--- src/rtl/sga_game_fsm.sv ---
// Game control unit for the Snake Game Arcade.
// Owns the snake size, the play-tick timer and the lives counter. It sequences
// the datapath through render, wait, move and compare phases. All strobes and
// status flags are Moore outputs, registered from the next-state decode so that
// they line up with the state register.
module sga_game_fsm #(
  parameter int SIZE_W     = 6,
  parameter int INIT_SIZE  = 3,
  parameter int MAX_SIZE   = 36,
  parameter int PLAY_TICKS = 25000000,
  parameter int TICK_W     = 25,
  parameter int LIVES      = 3
) (
  input  logic              clock,
  input  logic              restart_n,
  input  logic              start,
  input  logic              pause,
  input  logic              is_at_apple,
  input  logic              is_at_border,
  input  logic              is_at_body,
  input  logic              render_finish,
  output logic [SIZE_W-1:0] size,
  output logic [2:0]        lives_left,
  output logic              render_clr,
  output logic              render_count,
  output logic              register_apple,
  output logic              reset_apple,
  output logic              snapshot,
  output logic              move,
  output logic              grow,
  output logic              paused,
  output logic              finished,
  output logic              won,
  output logic              lost,
  output logic [4:0]        db_state
);

  typedef enum logic [4:0] {
    IDLE              = 5'd0,
    PREPARA           = 5'd1,
    GERA_MACA_INICIAL = 5'd2,
    RENDERIZA         = 5'd3,
    PROXIMO_RENDER    = 5'd4,
    ESPERA            = 5'd5,
    REGISTRA          = 5'd6,
    MOVE              = 5'd7,
    COMPARA           = 5'd8,
    COMEU_MACA        = 5'd9,
    CRESCE            = 5'd10,
    GERA_MACA         = 5'd11,
    FEZ_NADA          = 5'd12,
    PAUSOU            = 5'd13,
    PERDEU_VIDA       = 5'd14,
    PERDEU            = 5'd15,
    GANHOU            = 5'd16
  } state_e;

  localparam logic [SIZE_W-1:0] INIT_SIZE_C = SIZE_W'(INIT_SIZE);
  localparam logic [SIZE_W-1:0] MAX_SIZE_C  = SIZE_W'(MAX_SIZE);
  localparam logic [SIZE_W-1:0] LAST_SIZE_C = SIZE_W'(MAX_SIZE - 1);
  localparam logic [SIZE_W-1:0] ONE_SIZE_C  = SIZE_W'(1);
  localparam logic [TICK_W-1:0] LAST_TICK_C = TICK_W'(PLAY_TICKS - 1);
  localparam logic [TICK_W-1:0] ONE_TICK_C  = TICK_W'(1);
  localparam logic [TICK_W-1:0] ZERO_TICK_C = TICK_W'(0);
  localparam logic [2:0]        LIVES_C     = 3'(LIVES);

  state_e              state_q, state_d;
  logic [SIZE_W-1:0]   size_q, size_d;
  logic [2:0]          lives_q, lives_d;
  logic [TICK_W-1:0]   play_cnt_q, play_cnt_d;
  logic [10:0]         outs_q, outs_d;
  logic                collide_s;

  // Moore decode of one state into
  // {render_clr, render_count, register_apple, reset_apple, snapshot, move,
  //  grow, paused, finished, won, lost}.
  function automatic logic [10:0] decode_outs(input state_e s);
    logic [10:0] o;
    o = 11'd0;
    case (s)
      GERA_MACA_INICIAL: o = 11'b10100000000;
      GERA_MACA:         o = 11'b10100000000;
      FEZ_NADA:          o = 11'b10000000000;
      PROXIMO_RENDER:    o = 11'b01000000000;
      COMEU_MACA:        o = 11'b00010000000;
      REGISTRA:          o = 11'b00001000000;
      MOVE:              o = 11'b00000100000;
      CRESCE:            o = 11'b00000010000;
      PAUSOU:            o = 11'b00000001000;
      GANHOU:            o = 11'b00000000110;
      PERDEU:            o = 11'b00000000101;
      default:           o = 11'd0;
    endcase
    return o;
  endfunction

  assign collide_s = is_at_border | is_at_body;

  // Next-state selection.
  always_comb begin
    state_d = state_q;
    case (state_q)
      IDLE: begin
        if (start) state_d = PREPARA;
        else       state_d = IDLE;
      end
      PREPARA:           state_d = GERA_MACA_INICIAL;
      GERA_MACA_INICIAL: state_d = RENDERIZA;
      RENDERIZA: begin
        if (render_finish) state_d = ESPERA;
        else               state_d = PROXIMO_RENDER;
      end
      PROXIMO_RENDER:    state_d = RENDERIZA;
      ESPERA: begin
        if (pause)                           state_d = PAUSOU;
        else if (play_cnt_q == LAST_TICK_C)  state_d = REGISTRA;
        else                                 state_d = ESPERA;
      end
      PAUSOU: begin
        if (start && !pause) state_d = ESPERA;
        else                 state_d = PAUSOU;
      end
      REGISTRA:          state_d = MOVE;
      MOVE:              state_d = COMPARA;
      COMPARA: begin
        // A collision outranks eating an apple on the same move.
        if (collide_s && (lives_q == 3'd1)) state_d = PERDEU;
        else if (collide_s)                 state_d = PERDEU_VIDA;
        else if (is_at_apple)               state_d = COMEU_MACA;
        else                                state_d = FEZ_NADA;
      end
      COMEU_MACA:        state_d = CRESCE;
      CRESCE: begin
        if (size_q == LAST_SIZE_C) state_d = GANHOU;
        else                       state_d = GERA_MACA;
      end
      GERA_MACA:         state_d = RENDERIZA;
      FEZ_NADA:          state_d = RENDERIZA;
      PERDEU_VIDA:       state_d = PREPARA;
      GANHOU, PERDEU: begin
        if (start) state_d = PREPARA;
        else       state_d = state_q;
      end
      default:           state_d = IDLE;
    endcase
  end

  // Datapath counters: size, lives and the play-tick timer.
  always_comb begin
    size_d     = size_q;
    lives_d    = lives_q;
    play_cnt_d = ZERO_TICK_C;
    outs_d     = decode_outs(state_d);

    case (state_q)
      IDLE, PREPARA: size_d = INIT_SIZE_C;
      CRESCE: begin
        if (size_q < MAX_SIZE_C) size_d = size_q + ONE_SIZE_C;
        else                     size_d = size_q;
      end
      default:       size_d = size_q;
    endcase

    case (state_q)
      IDLE, GANHOU, PERDEU: lives_d = LIVES_C;
      PERDEU_VIDA: begin
        if (lives_q > 3'd1) lives_d = lives_q - 3'd1;
        else                lives_d = lives_q;
      end
      default:              lives_d = lives_q;
    endcase

    // The timer saturates on its last tick so a pause taken on the final
    // ESPERA cycle still resumes into a single closing ESPERA cycle.
    case (state_q)
      ESPERA: begin
        if (play_cnt_q == LAST_TICK_C) play_cnt_d = play_cnt_q;
        else                           play_cnt_d = play_cnt_q + ONE_TICK_C;
      end
      PAUSOU:  play_cnt_d = play_cnt_q;
      default: play_cnt_d = ZERO_TICK_C;
    endcase
  end

  // State, counter and output registers; reset returns to an idle, silent unit.
  always_ff @(posedge clock or negedge restart_n) begin
    if (!restart_n) begin
      state_q    <= IDLE;
      size_q     <= INIT_SIZE_C;
      lives_q    <= LIVES_C;
      play_cnt_q <= ZERO_TICK_C;
      outs_q     <= 11'd0;
    end else begin
      state_q    <= state_d;
      size_q     <= size_d;
      lives_q    <= lives_d;
      play_cnt_q <= play_cnt_d;
      outs_q     <= outs_d;
    end
  end

  assign size       = size_q;
  assign lives_left = lives_q;
  assign db_state   = state_q;
  assign {render_clr, render_count, register_apple, reset_apple, snapshot,
          move, grow, paused, finished, won, lost} = outs_q;

endmodule

--- config.mk ---
export PLATFORM = sky130hd
export DESIGN_NAME = sga_game_fsm
export DESIGN_NICKNAME = d
export VERILOG_FILES = /design/src/rtl/sga_game_fsm.sv
export SDC_FILE = /design/constraint.sdc
export NUM_CORES = 1
export LEC_CHECK = 0
export BUFFER_PORTS_ARGS = -buffer_cell sky130_fd_sc_hd__buf_2
export CAP_MARGIN = 20
export CORE_MARGIN = 5
export CORE_UTILIZATION = 33
export DETAILED_ROUTE_END_ITERATION = 8
export PLACE_DENSITY = 0.62
export SLEW_MARGIN = 20
export SYNTH_ARGS = -nofsm -noshare
export SYNTH_HDL_FRONTEND = slang
export SYNTH_SLANG_ARGS = --single-unit
--- constraint.sdc ---
create_clock -name clock -period 2 [get_ports clock]
set_clock_uncertainty 0.05 [all_clocks]
set_input_delay 0.3 -clock clock [delete_from_list [all_inputs] [get_ports clock]]
set_output_delay 0.3 -clock clock [all_outputs]
set_load 0.005 [all_outputs]
==> flow_results.xml <==
<?xml version="1.0" encoding="UTF-8"?>
<metrics>
  <group name="run_status">
    <metric name="outcome" unit="">finished with violations</metric>
    <metric name="failing_checks" unit="">setup timing</metric>
  </group>
  <group name="pwr">
    <metric name="worst_vdd_ir" unit="mV">0.386</metric>
    <metric name="total_power_consumption_of_the_routed_design" unit="mW">3.83</metric>
    <metric name="powerDensity" unit="nW/um^2">1010</metric>
    <metric name="leakage" unit="nW">1.65</metric>
  </group>
  <group name="timing">
    <metric name="achievable-frequency" unit="MHz">493</metric>
    <metric name="finalHoldViolations" unit="">0</metric>
    <metric name="finalSetupViolations" unit="">1</metric>
    <metric name="rsz0062_at_grt" unit="">yes</metric>
    <metric name="hold_slack" unit="ps">44.2</metric>
    <metric name="relSlewSlack" unit="%">56.8</metric>
    <metric name="worst-slew-pin-transition" unit="ps">647</metric>
    <metric name="timing.final.ws_setup" unit="ps">-27.7</metric>
    <metric name="fin_setup_tns" unit="ps">-27.7</metric>
    <metric name="post-route-period-util" unit="%">101</metric>
    <metric name="period_minus_slack" unit="ps">2030</metric>
    <metric name="maxSlewViolCount" unit="">0</metric>
  </group>
  <group name="floorplanning">
    <metric name="die_x" unit="um">103</metric>
    <metric name="boundaryPins" unit="">33</metric>
    <metric name="die_area" unit="sq um">10600</metric>
    <metric name="initial_standard_cell_utilization_of_the_core" unit="%">33.3</metric>
    <metric name="std_cell_rows" unit="">34</metric>
    <metric name="coreArea" unit="sq um">8590</metric>
    <metric name="fp.dieH" unit="um">103</metric>
  </group>
  <group name="synth">
    <metric name="netlist.top_cell.by_area" unit="">dfrtp_1</metric>
    <metric name="synth_top_family_by_area" unit="">simple AND/OR/NAND/NOR gates</metric>
    <metric name="ys_warn_count" unit="">0</metric>
    <metric name="synth_top_flop_cell" unit="">dfrtp_1</metric>
    <metric name="synth-compound-area-share" unit="%">13.8</metric>
    <metric name="fraction_of_synthesized_area_in_multiplexers" unit="%">0.743</metric>
    <metric name="synth_top_cells_by_count" unit="">dfrtp_1, nor2_1, nand2_1, xnor2_1, inv_1</metric>
    <metric name="async_flop_share" unit="%">100</metric>
    <metric name="synthSimpleGateAreaFrac" unit="%">27.9</metric>
    <metric name="synth_enable_flop_cells" unit="">0</metric>
    <metric name="adder_cell_share_of_the_synthesized_area" unit="%">1.75</metric>
    <metric name="syn-mean-instance-area" unit="sq um">10.1</metric>
    <metric name="yosysSeqAreaShare" unit="%">43.9</metric>
    <metric name="yosys.area.top_type_share" unit="%">40.2</metric>
    <metric name="post_synth_instance_area" unit="sq um">2860</metric>
    <metric name="synthDistinctLibCells" unit="">68</metric>
    <metric name="syn_inst" unit="">283</metric>
    <metric name="synth_xor_xnor_area_share" unit="%">7.03</metric>
    <metric name="synth_nets" unit="">295</metric>
    <metric name="synth.ff_latch_count" unit="">50</metric>
    <metric name="yosys-top-cells-area" unit="">dfrtp_1, xnor2_1, nor2_1, dfstp_2, nand2_1</metric>
    <metric name="synthMostInstantiatedCell" unit="">dfrtp_1</metric>
  </group>
  <group name="final_layout">
    <metric name="final_cell_count_no_fill" unit="">469</metric>
    <metric name="antenna_cells" unit="">0</metric>
    <metric name="ratio_of_cells_with_drive_above_1_in_the_final_layout" unit="%">41.3</metric>
    <metric name="post-route-util" unit="%">44.2</metric>
    <metric name="finish.net_count" unit="">372</metric>
    <metric name="layout.cell_area.non_filler" unit="sq um">3800</metric>
    <metric name="area.growth.synth_to_final" unit="%">32.6</metric>
  </group>
  <group name="setup_path">
    <metric name="sum_of_buffers_and_inverters_on_the_critical_path" unit="">1</metric>
    <metric name="worstPathArrival" unit="ps">2180</metric>
    <metric name="critical_path.max_stage_delay" unit="ps">550</metric>
    <metric name="crit_fanout" unit="">3</metric>
    <metric name="crit_path_cell_trace" unit="">inv_2 &gt; ha_2 &gt; a31o_4 &gt; a211o_4 &gt; or3_4 &gt; a41o_1</metric>
    <metric name="worst_r2r_path_depth" unit="">6</metric>
    <metric name="timing.critical_path.from_type" unit="">flop</metric>
    <metric name="regToRegSetupSlack" unit="ps">-30</metric>
    <metric name="timing.critical_path.depth" unit="">6</metric>
    <metric name="timing.critical_path.max_delay_family" unit="">compound AO/OA/AOI/OAI gates</metric>
    <metric name="critical_path.reg2reg.endpoint" unit="">outs_q[2]</metric>
    <metric name="worst_setup_path_startpoint" unit="">lives_left[1]</metric>
    <metric name="criticalPathCategory" unit="">flop to flop</metric>
    <metric name="worst_path_max_delay_cell" unit="">dfstp_2</metric>
    <metric name="crit_end" unit="">outs_q[2]</metric>
    <metric name="reg2reg_from" unit="">lives_left[1]</metric>
    <metric name="critical_path_required" unit="ps">2150</metric>
    <metric name="critPathCaptureType" unit="">flop</metric>
  </group>
  <group name="global_routing">
    <metric name="residual_overflow_from_global_routing" unit="">0</metric>
    <metric name="grt_first_pass_wirelength" unit="um">11600</metric>
    <metric name="grt_max_degree" unit="">51</metric>
    <metric name="grt_util_all_layers" unit="%">13.7</metric>
    <metric name="grt_antenna_before_repair" unit="">0</metric>
    <metric name="number_of_global_route_vias_before_repair" unit="">2513</metric>
  </group>
  <group name="routing">
    <metric name="avgRoutedWirePerCell" unit="um">15.0</metric>
    <metric name="routed_via_density" unit="">5.12</metric>
    <metric name="dr.pass1.iters" unit="">4</metric>
    <metric name="vias" unit="">2401</metric>
    <metric name="drtIter0Drc" unit="">69</metric>
    <metric name="wl" unit="um">7040</metric>
    <metric name="antenna_left" unit="">0</metric>
    <metric name="drc" unit="">0</metric>
  </group>
  <group name="placed_design">
    <metric name="quantity_of_i_o_buffers_inserted_on_ports" unit="">32</metric>
    <metric name="post-dp-hpwl" unit="um">5110</metric>
    <metric name="place_area" unit="sq um">3470</metric>
    <metric name="place_congestion" unit="">0.769</metric>
    <metric name="dpl_ws" unit="ps">-113</metric>
    <metric name="placed_cells_incl_taps" unit="">458</metric>
  </group>
  <group name="clocking">
    <metric name="cts_made_buffers" unit="">5</metric>
    <metric name="cts_sinks" unit="">50</metric>
    <metric name="clk_transition_reported_paths" unit="ps">100</metric>
    <metric name="holdBufCountCts" unit="">0</metric>
    <metric name="worst_skew_pair.late_latency" unit="ps">300</metric>
    <metric name="tritoncts" unit="">yes</metric>
    <metric name="cts-htree-levels" unit="">2</metric>
    <metric name="clk_root_buffer_cell" unit="">clkbuf_8</metric>
    <metric name="clock_tree.buffer_depth" unit="">2</metric>
  </group>
  <group name="min_path">
    <metric name="min-delay-path-class" unit="">primary input to async pin</metric>
  </group>
  <group name="flow_run">
    <metric name="maxCapViolCount" unit="">0</metric>
  </group>
</metrics>
==> repair_timing <==
item	CTS	global route
gates resized for setup	9	25
buffers inserted	0	3
endpoints found under the hold margin	0	0
pin swaps	5	9
setup endpoints to repair	8	21
==> report_power, final <==
group / switching, mW / total, mW / internal (mW)
Clock: 0.344 / 0.877 / 0.534
Combinational: 0.855 / 1.69 / 0.834
Sequential: 0.117 / 1.27 / 1.15
==> layer usage <==
layer	global-route usage [%]	up-vias	routed length (um)
li1	-	1177	-
met1	16.6	1168	3030
met2	25.5	49	3610
met3	2.50	7	363
met4	2.39	0	38
met5	0	-	0
==> cell usage in the layout (no fill, tap or decap), types with 3 or more instances in the layout <==
cell type / Yosys / final
nor2b_1: 3 / 3
dfstp_2: 4 / 4
nor4_4: 3 / 3
xor2_1: 6 / 6
nor4_2: 0 / 4
xnor2_1: 17 / 16
or2_2: 3 / 3
buf_2: 2 / 32
a211oi_2: 0 / 3
and3_1: 3 / 3
nand2b_1: 8 / 6
inv_1: 11 / 10
nand3_1: 6 / 6
clkbuf_8: 2 / 6
a21oi_1: 8 / 8
nor4_1: 8 / 4
nand2_1: 19 / 18
nor2_1: 33 / 33
dfrtp_1: 46 / 42
o21ai_0: 5 / 5
a211oi_1: 6 / 3
nor3_1: 8 / 7
dfrtp_2: 0 / 4
or3_1: 4 / 3
nand4_1: 7 / 7
buf_4: 2 / 48
or3_4: 2 / 3
==> sequential cells by signal (all words and copies together), names as in the netlist <==
register and count:
play_cnt_q 25, size 6, lives_left 3, db_state 5, outs_q 11
==> layout make-up <==
| class | count | area (sq um) |
|---|---|---|
| Timing Repair Buffer | 84 | 568 |
| Fill cell | 828 | 4800 |
| Sequential cell | 50 | 1260 |
| Inverter | 11 | 41.3 |
| Multi-Input combinational cell | 208 | 1650 |
| Clock inverter | 2 | 60.1 |
| Tap cell | 108 | 135 |
| Clock buffer | 6 | 82.6 |
==> worst reg2reg max path: cells and delay by family, from the launching register on <==
family	cells	cell delay, ps
AND/OR/NAND/NOR	1	340
flip-flops	1	550
AO/OA/AOI/OAI	3	780
adder cells (fa/ha/maj)	1	180
buffers and inverters	1	40
==> kinds of logic (layout without fill, tap and decap cells) <==
kind of cell / Yosys count / after routing
AOI/OAI and AO/OA: 48 / 48
xor gates and xnor gates: 23 / 23
adders and majority gates: 4 / 4
buffers and inverters: 25 / 103
DFF: 50 / 50
muxes: 2 / 2
and+or+nand+nor: 131 / 131
==> how the worst min path moves through the flow <==
| stage | to | slack [ps] | depth (start not counted) |
|---|---|---|---|
| floorplan | db_state[0] | -50 | 0 |
| CTS | outs_q[4] | 70 | 2 |
| finish | db_state[1] | 40 | 2 |
| detailed placement | outs_q[4] | 410 | 2 |
| global route | outs_q[2] | 100 | 2 |
| global placement | outs_q[4] | 400 | 2 |
No activity file was read; power rests on OpenSTA's default activity.
